## config.mk

```make
export PLATFORM = sky130hd
export DESIGN_NAME = id_ex_reg
export DESIGN_NICKNAME = d
export VERILOG_FILES = /design/src/rtl/id_ex_reg.sv
export SDC_FILE = /design/constraint.sdc
export NUM_CORES = 1
export LEC_CHECK = 0
export CORE_AREA = 4 4 135 137
export CTS_CLUSTER_SIZE = 28
export DETAILED_ROUTE_END_ITERATION = 8
export DIE_AREA = 0 0 139 141
export PLACE_DENSITY = 0.77
export SETUP_SLACK_MARGIN = 0.05
export SYNTH_ARGS = -nofsm -noshare
export SYNTH_HDL_FRONTEND = slang
export SYNTH_SLANG_ARGS = --single-unit
```

## constraint.sdc

```tcl
create_clock -name clk -period 1.9 [get_ports clk]
set_input_delay 0.285 -clock clk [delete_from_list [all_inputs] [get_ports clk]]
set_output_delay 0.285 -clock clk [all_outputs]
set_load 0.05 [all_outputs]
```

## src/rtl/id_ex_reg.sv

```systemverilog
// rtl/id_ex_reg.sv - ID/EX pipeline register with load-use bubble insertion
module id_ex_reg #(
    parameter int CTRL_W = 16,
    parameter int CNT_W  = 16
) (
    input  logic              clk,
    input  logic              rst_n,
    input  logic [31:0]       id_pc,
    input  logic [31:0]       id_rs_data,
    input  logic [31:0]       id_rt_data,
    input  logic [31:0]       id_imm32,
    input  logic [4:0]        id_rs,
    input  logic [4:0]        id_rt,
    input  logic [4:0]        id_rd,
    input  logic              id_uses_rs,
    input  logic              id_uses_rt,
    input  logic              id_mem_read,
    input  logic              id_reg_write,
    input  logic [CTRL_W-1:0] id_ctrl,
    input  logic              id_valid,
    input  logic              ext_stall,
    input  logic              flush,
    output logic              stall_req,
    output logic [31:0]       ex_pc,
    output logic [31:0]       ex_rs_data,
    output logic [31:0]       ex_rt_data,
    output logic [31:0]       ex_imm32,
    output logic [4:0]        ex_rs,
    output logic [4:0]        ex_rt,
    output logic [4:0]        ex_rd,
    output logic              ex_mem_read,
    output logic              ex_reg_write,
    output logic [CTRL_W-1:0] ex_ctrl,
    output logic              ex_valid,
    output logic [CNT_W-1:0]  bubble_cnt
);

    logic load_in_ex;
    logic rs_dep;
    logic rt_dep;
    logic hazard;
    logic bubble;

    // A load in EX whose destination the ID instruction reads; r0 never forwards a hazard.
    assign load_in_ex = ex_valid && ex_mem_read && ex_reg_write && (ex_rt != 5'd0);
    assign rs_dep     = id_uses_rs && (id_rs == ex_rt);
    assign rt_dep     = id_uses_rt && (id_rt == ex_rt);
    assign hazard     = load_in_ex && id_valid && (rs_dep || rt_dep);
    assign stall_req  = hazard && !ext_stall;
    assign bubble     = flush || stall_req;

    always_ff @(posedge clk) begin
        if (!rst_n) begin
            ex_pc        <= '0;
            ex_rs_data   <= '0;
            ex_rt_data   <= '0;
            ex_imm32     <= '0;
            ex_rs        <= '0;
            ex_rt        <= '0;
            ex_rd        <= '0;
            ex_mem_read  <= 1'b0;
            ex_reg_write <= 1'b0;
            ex_ctrl      <= '0;
            ex_valid     <= 1'b0;
            bubble_cnt   <= '0;
        end else if (!ext_stall) begin
            // Data and index fields always follow ID; only the control side is squashed.
            ex_pc      <= id_pc;
            ex_rs_data <= id_rs_data;
            ex_rt_data <= id_rt_data;
            ex_imm32   <= id_imm32;
            ex_rs      <= id_rs;
            ex_rt      <= id_rt;
            ex_rd      <= id_rd;
            if (bubble) begin
                ex_mem_read  <= 1'b0;
                ex_reg_write <= 1'b0;
                ex_ctrl      <= '0;
                ex_valid     <= 1'b0;
                if (bubble_cnt != {CNT_W{1'b1}}) begin
                    bubble_cnt <= bubble_cnt + 1'b1;
                end
            end else begin
                ex_mem_read  <= id_valid && id_mem_read;
                ex_reg_write <= id_valid && id_reg_write;
                ex_ctrl      <= id_valid ? id_ctrl : '0;
                ex_valid     <= id_valid;
            end
        end
    end

endmodule

```

# After elaboration in Yosys (flattened, before gate mapping)
# Index checks and enable logic that the tools add are counted.
# op_classes
add_sub_neg	1
n_eq_ne	3
muxes	5
bitwise_logic	1
n_reduce_logical	15
# op_table
operator	count
two-way mux 16 bit	2
adder 16 x 1 -> 16 bit (second input constant)	1
!= test 16 bit (second input constant)	1
== test 5 bit	2
logical AND 1 bit	10
nonzero test 5 bit	1
two-way mux 1 bit	3
AND reduction 3 bit	1
logical OR 1 bit	2
logical NOT 1 bit	1
NOT 1 bit	1
# totals
ff_bits	178
inputBits	168
output_inout_bits	179
wordCells	37

# Logic depth before layout (Yosys ltp)
# logic_depth
word_depth	8
depth_mapped	9
ltp_nobuf	7

# Least setup slack after synthesis
# No wires, ideal clock.
# synth_path
kind	register to register
from	register ex_rt[0]
to	register ex_ctrl[10]
setup_ps	117
arrival_time_ps	2119
required_time_ps	1783
setup_slack_ps	-335
path_stages_with_launch	10
n_path_buf	2
synth_period_minus_slack_ps	2235
path_cell_list	dfxtp_1 -> xnor2_1 -> nand4_1 -> o22ai_2 -> and2_4 -> nor2_1 -> and3_4 -> buf_6 -> buf_6 -> a22o_1
# synth_via
elab_chain_cells	7
word_cells_on_any_way	12
cone_classes	2 x eq/ne; 1 x mux; 9 x reduce/logical
# synth_rtl
element	line	rtl
start, declared	29	output logic [4:0] ex_rt,
start signal, assigned	73	ex_rt <= id_rt;
== test 5 bit, or another cell as far along	46	assign rs_dep = id_uses_rs && (id_rs == ex_rt);
logical AND 1 bit (on tied branches)	46, 45, 47	
logical OR 1 bit / logical AND 1 bit (equally long branches)	48	assign hazard = load_in_ex && id_valid && (rs_dep || rt_dep);
logical AND 1 bit (*)	48	
logical AND 1 bit (*)	49	assign stall_req = hazard && !ext_stall;
named net stall_req	23	output logic stall_req,
logical OR 1 bit (*)	50	assign bubble = flush || stall_req;
two-way mux 16 bit (*)	75	if (bubble) begin
end signal, assigned	86	ex_ctrl <= id_valid ? id_ctrl : '0;
end, declared	33	output logic [CTRL_W-1:0] ex_ctrl,
# The timed path passes the listed nets; every way through them passes the cells marked *.
# A chain may end at the register's enable or synchronous reset.

# Worst setup path after layout
# layout_path
from	register ex_rt[3]
to	output port stall_req
# layout_via
elab_chain_cells	5
word_cells_on_any_way	10
cone_classes	2 x eq/ne; 8 x reduce/logical
# layout_rtl
element	line
== test 5 bit, or another cell as far along	46
logical AND 1 bit (on tied branches)	46, 45, 47
logical OR 1 bit / logical AND 1 bit (equally long branches)	48
logical AND 1 bit (*)	48
logical AND 1 bit (*)	49
end, declared	23
# Every way passes the cells marked *; elsewhere a longest branch is shown, timed or not.

==> flow_metrics.tcl <==
set metrics [dict create \
    worstHoldPathType "primary input to flop" \
    drv_cap 0 \
    peakVddDrop_v 0.000597 \
    start_kind "flop" \
    max_slew_margin_pct 57.9 \
    first_iter_violations 291 \
    die_x_microns 139 \
    end_kind "output port" \
    power_w 0.00921 \
    cts-root-buf "clkbuf_16" \
    diodes 0 \
    final_antenna_net_count 0 \
    cts_num_sinks 178 \
    nNetsFinal 1136 \
    static-leakage-power_nw 5.22 \
    wirelength_mm 19.8 \
    layout_setup_ws_ns -0.0157 \
    power_density_mw_per_mm2 858 \
    gp_routability_congestion 0.807 \
    rsz0062_at_grt "true" \
    ctsHoldBuffers 0 \
    ys_warn_count 0 \
    ys_seq_elements 178 \
    finalHoldViolations 0 \
    setup_viol 1 \
    die_area_sq_mm 0.0196 \
    path_clk_slew_ns 0.06 \
    seqCellArea_sq_mm 0.00360 \
    fin_setup_tns_ns -0.0157 \
    ff2ff_path_depth 7 \
    crit_path_max_incr_delay_ns 0.36 \
    ios 347 \
    grt_pass1_vias 5598 \
    outcome "finished with violations" \
    fin_skew_ns 0.00843 \
    grt_usage_pct 19.5 \
    clk_path_buf_depth 2 \
    cts_buffers 17 \
    wire_per_inst_microns 16.4 \
    worstReg2RegEnd "bubble_cnt[15]" \
    netlist_area_sq_mm 0.00652 \
    drt-vias-per-instance 4.73 \
    drc_errors 0 \
    syn2layout_area_growth_pct 64.8 \
    drive_gt1_share_pct 10.7 \
    criticalPathCategory "flop to output port" \
    antenna_found_initial 0 \
    initial_core_util_pct 38.2 \
    min_period_over_period_pct 101 \
    crit_cells 5 \
    first_pass_iters 6 \
    yosysSeqAreaShare_pct 54.7 \
    postSynthCellCount 621 \
    core_sq_mm 0.0171 \
    max_freq_mhz 522 \
    grt_max_degree 85 \
    dpl.hpwl_mm 14.6 \
    htree_levels 4 \
    path_buf_inv 1 \
    die_h_microns 141 \
    synth_nets 790 \
    period_minus_slack_ns 1.92 \
    port_buffers 346 \
    clk_latency_ns 0.42 \
    gr-total-overflow 0 \
    cts_tree "done" \
    cp-startpoint "ex_rt[3]" \
    nFillCells 1424 \
    synth.avg_cell_area_sq_um 10.5 \
    grt_pass1_wl_mm 30.5 \
    required_ns 1.62 \
    multi_input_area_sq_mm 0.00284 \
    synth.distinct_cells 39 \
    worstPathArrival_ns 1.63 \
    vias 5698 \
    violations "negative setup slack" \
    regToRegSetupSlack_ns 0.08 \
    slowest_stage "dfxtp_4" \
    cp-endpoint "stall_req" \
    tightest_slew_ns 0.632 \
    worst-path-max-fanout 5 \
    slew_violations 0 \
    cp_cell_sequence "xnor2_1, nand4_1, o22ai_2, and2_4, buf_12" \
    r2r_start "ex_rt[3]" \
    critical-path-top-delay-family "flip-flops" \
    rows 48 \
]
==> repair_timing <==
action | in CTS | in global routing
gates resized for setup | 167 | 11
buffers inserted | 1 | 3
pin swaps | 5 | 7
setup endpoints to repair | 165 | 15
==> how the worst min path moves through the flow <==
stage	from	to	slack [ns]	cells past startpoint
after global placement	ex_ctrl[12]	ex_ctrl[12]	0.45	1
final	ext_stall	bubble_cnt[1]	0.38	5
after global routing	ext_stall	bubble_cnt[1]	0.38	5
after detailed placement	ex_ctrl[2]	ex_ctrl[2]	0.46	1
after floorplan	rst_n	bubble_cnt[7]	0.41	1
after CTS	ext_stall	bubble_cnt[1]	0.28	4
==> flip-flops by register name (all words and copies together), names as in the netlist <==
name and cells:
bubble_cnt 16, ex_pc 32, ex_imm32 32, ex_rt_data 32, ex_mem_read 1, ex_rd 5, ex_rs 5, ex_rs_data 32
ex_ctrl 16, ex_reg_write 1, ex_valid 1, ex_rt 5
==> placed cells by master (no fill, tap or decap), types with 3 or more instances in the layout <==
cell type / Yosys / final
clkdlybuf4s50_1: 0 / 166
dlygate4sd2_1: 0 / 164
dfxtp_1: 178 / 161
nor2_1: 156 / 155
mux2i_1: 143 / 143
buf_4: 0 / 27
a22o_1: 18 / 18
clkbuf_16: 0 / 17
dfxtp_2: 0 / 12
nand2_1: 10 / 10
nand3_1: 8 / 8
xor2_1: 7 / 7
xnor2_1: 11 / 6
buf_12: 0 / 6
nand4_1: 5 / 5
xnor2_2: 0 / 5
a21oi_1: 8 / 5
clkinv_2: 0 / 5
dfxtp_4: 0 / 5
o21ai_0: 4 / 4
a21oi_2: 0 / 3
and2_1: 3 / 3
and3_1: 3 / 3
or3_1: 3 / 3
clkbuf_8: 0 / 3
inv_6: 0 / 3
==> through the flow <==
| step | hold WS, ns | worst slack [ns] | cells | instance area (sq um) | util (%) |
|---|---|---|---|---|---|
| 5_1_grt | 0.383 | -0.120 | 1205 | 10700 | 63.0 |
| 6_report | 0.383 | -0.0157 | 1205 | 10700 | 63.0 |
| 3_5_place_dp | 0.460 | -0.310 | 1170 | 10300 | 60.2 |
| 4_1_cts | 0.281 | -0.0309 | 1202 | 10700 | 62.5 |
| 3_3_place_gp | 0.454 | -0.271 | 1170 | 10300 | 60.2 |
| 2_1_floorplan | 0.407 | 0.0367 | 621 | 6550 | - |
==> cells in the mapped netlist, drive strengths merged <==
library cell / count / area (sq um)
clkbuf: 17 / 63.8
nand3b: 2 / 15.0
nand3: 10 / 67.6
nand4b: 1 / 8.76
and2: 4 / 27.5
a21oi: 8 / 40.0
and3: 4 / 30.0
a21o: 1 / 8.76
nand2: 10 / 37.5
a22o: 18 / 158
dfxtp: 178 / 3560
nor2b: 1 / 8.76
clkinv: 1 / 3.75
inv: 1 / 3.75
nor3: 4 / 25.0
buf: 21 / 114
xor2: 7 / 61.3
o22ai: 1 / 12.5
a31oi: 1 / 6.26
nor3b: 1 / 7.51
mux2i: 143 / 1430
o21ai: 4 / 20.0
ha: 1 / 12.5
nor2: 157 / 597
nand4: 5 / 31.3
and4: 1 / 8.76
o31ai: 2 / 15.0
xnor2: 11 / 96.3
a22oi: 1 / 7.51
or4: 2 / 15.0
or3: 3 / 18.8
==> per-layer routing <==
| metal | track usage [%] | share of wire (%) | vias up |
|---|---|---|---|
| met5 | 0 | 0 | - |
| met4 | 7.98 | 2.6 | 0 |
| met3 | 8.48 | 9.4 | 38 |
| met2 | 32.8 | 49 | 241 |
| met1 | 21.8 | 39 | 2611 |
| li1 | - | - | 2808 |
==> final cells by class <==
type                    count  share of cell area [%]
clock inverters            12                   0.990
clock buffers              20                    4.25
repair buffers            365                    32.1
well taps                 225                    2.62
inverters                   2                  0.0932
multi-input cells         403                    26.4
flip-flops and latches    178                    33.5
==> worst register-to-register path: cells and delay by family, from the launching register on <==
| kind | cells | cell delay [ns] |
|---|---|---|
| AOI/OAI and AO/OA | 3 | 0.49 |
| xor gates and xnor gates | 1 | 0.20 |
| DFF | 1 | 0.36 |
| and+or+nand+nor | 3 | 0.70 |
==> logic make-up after synthesis <==
logic type / after synthesis / synth area share, %
and+or+nand+nor: 205 / 13.8
AOI/OAI and AO/OA: 36 / 4.11
DFF: 178 / 54.7
adders and majority gates: 1 / 0.192
buffers and inverters: 40 / 2.84
xor gates and xnor gates: 18 / 2.42
muxes: 143 / 22.0
==> where the power goes <==
group | total (W) | internal (W) | switching (W)
sequential | 0.00402 | 0.00392 | 0.000101
combinational | 0.00183 | 0.000725 | 0.00110
clock | 0.00336 | 0.00188 | 0.00148
total | 0.00921 | 0.00653 | 0.00268
(Power assumes the default switching activity.)
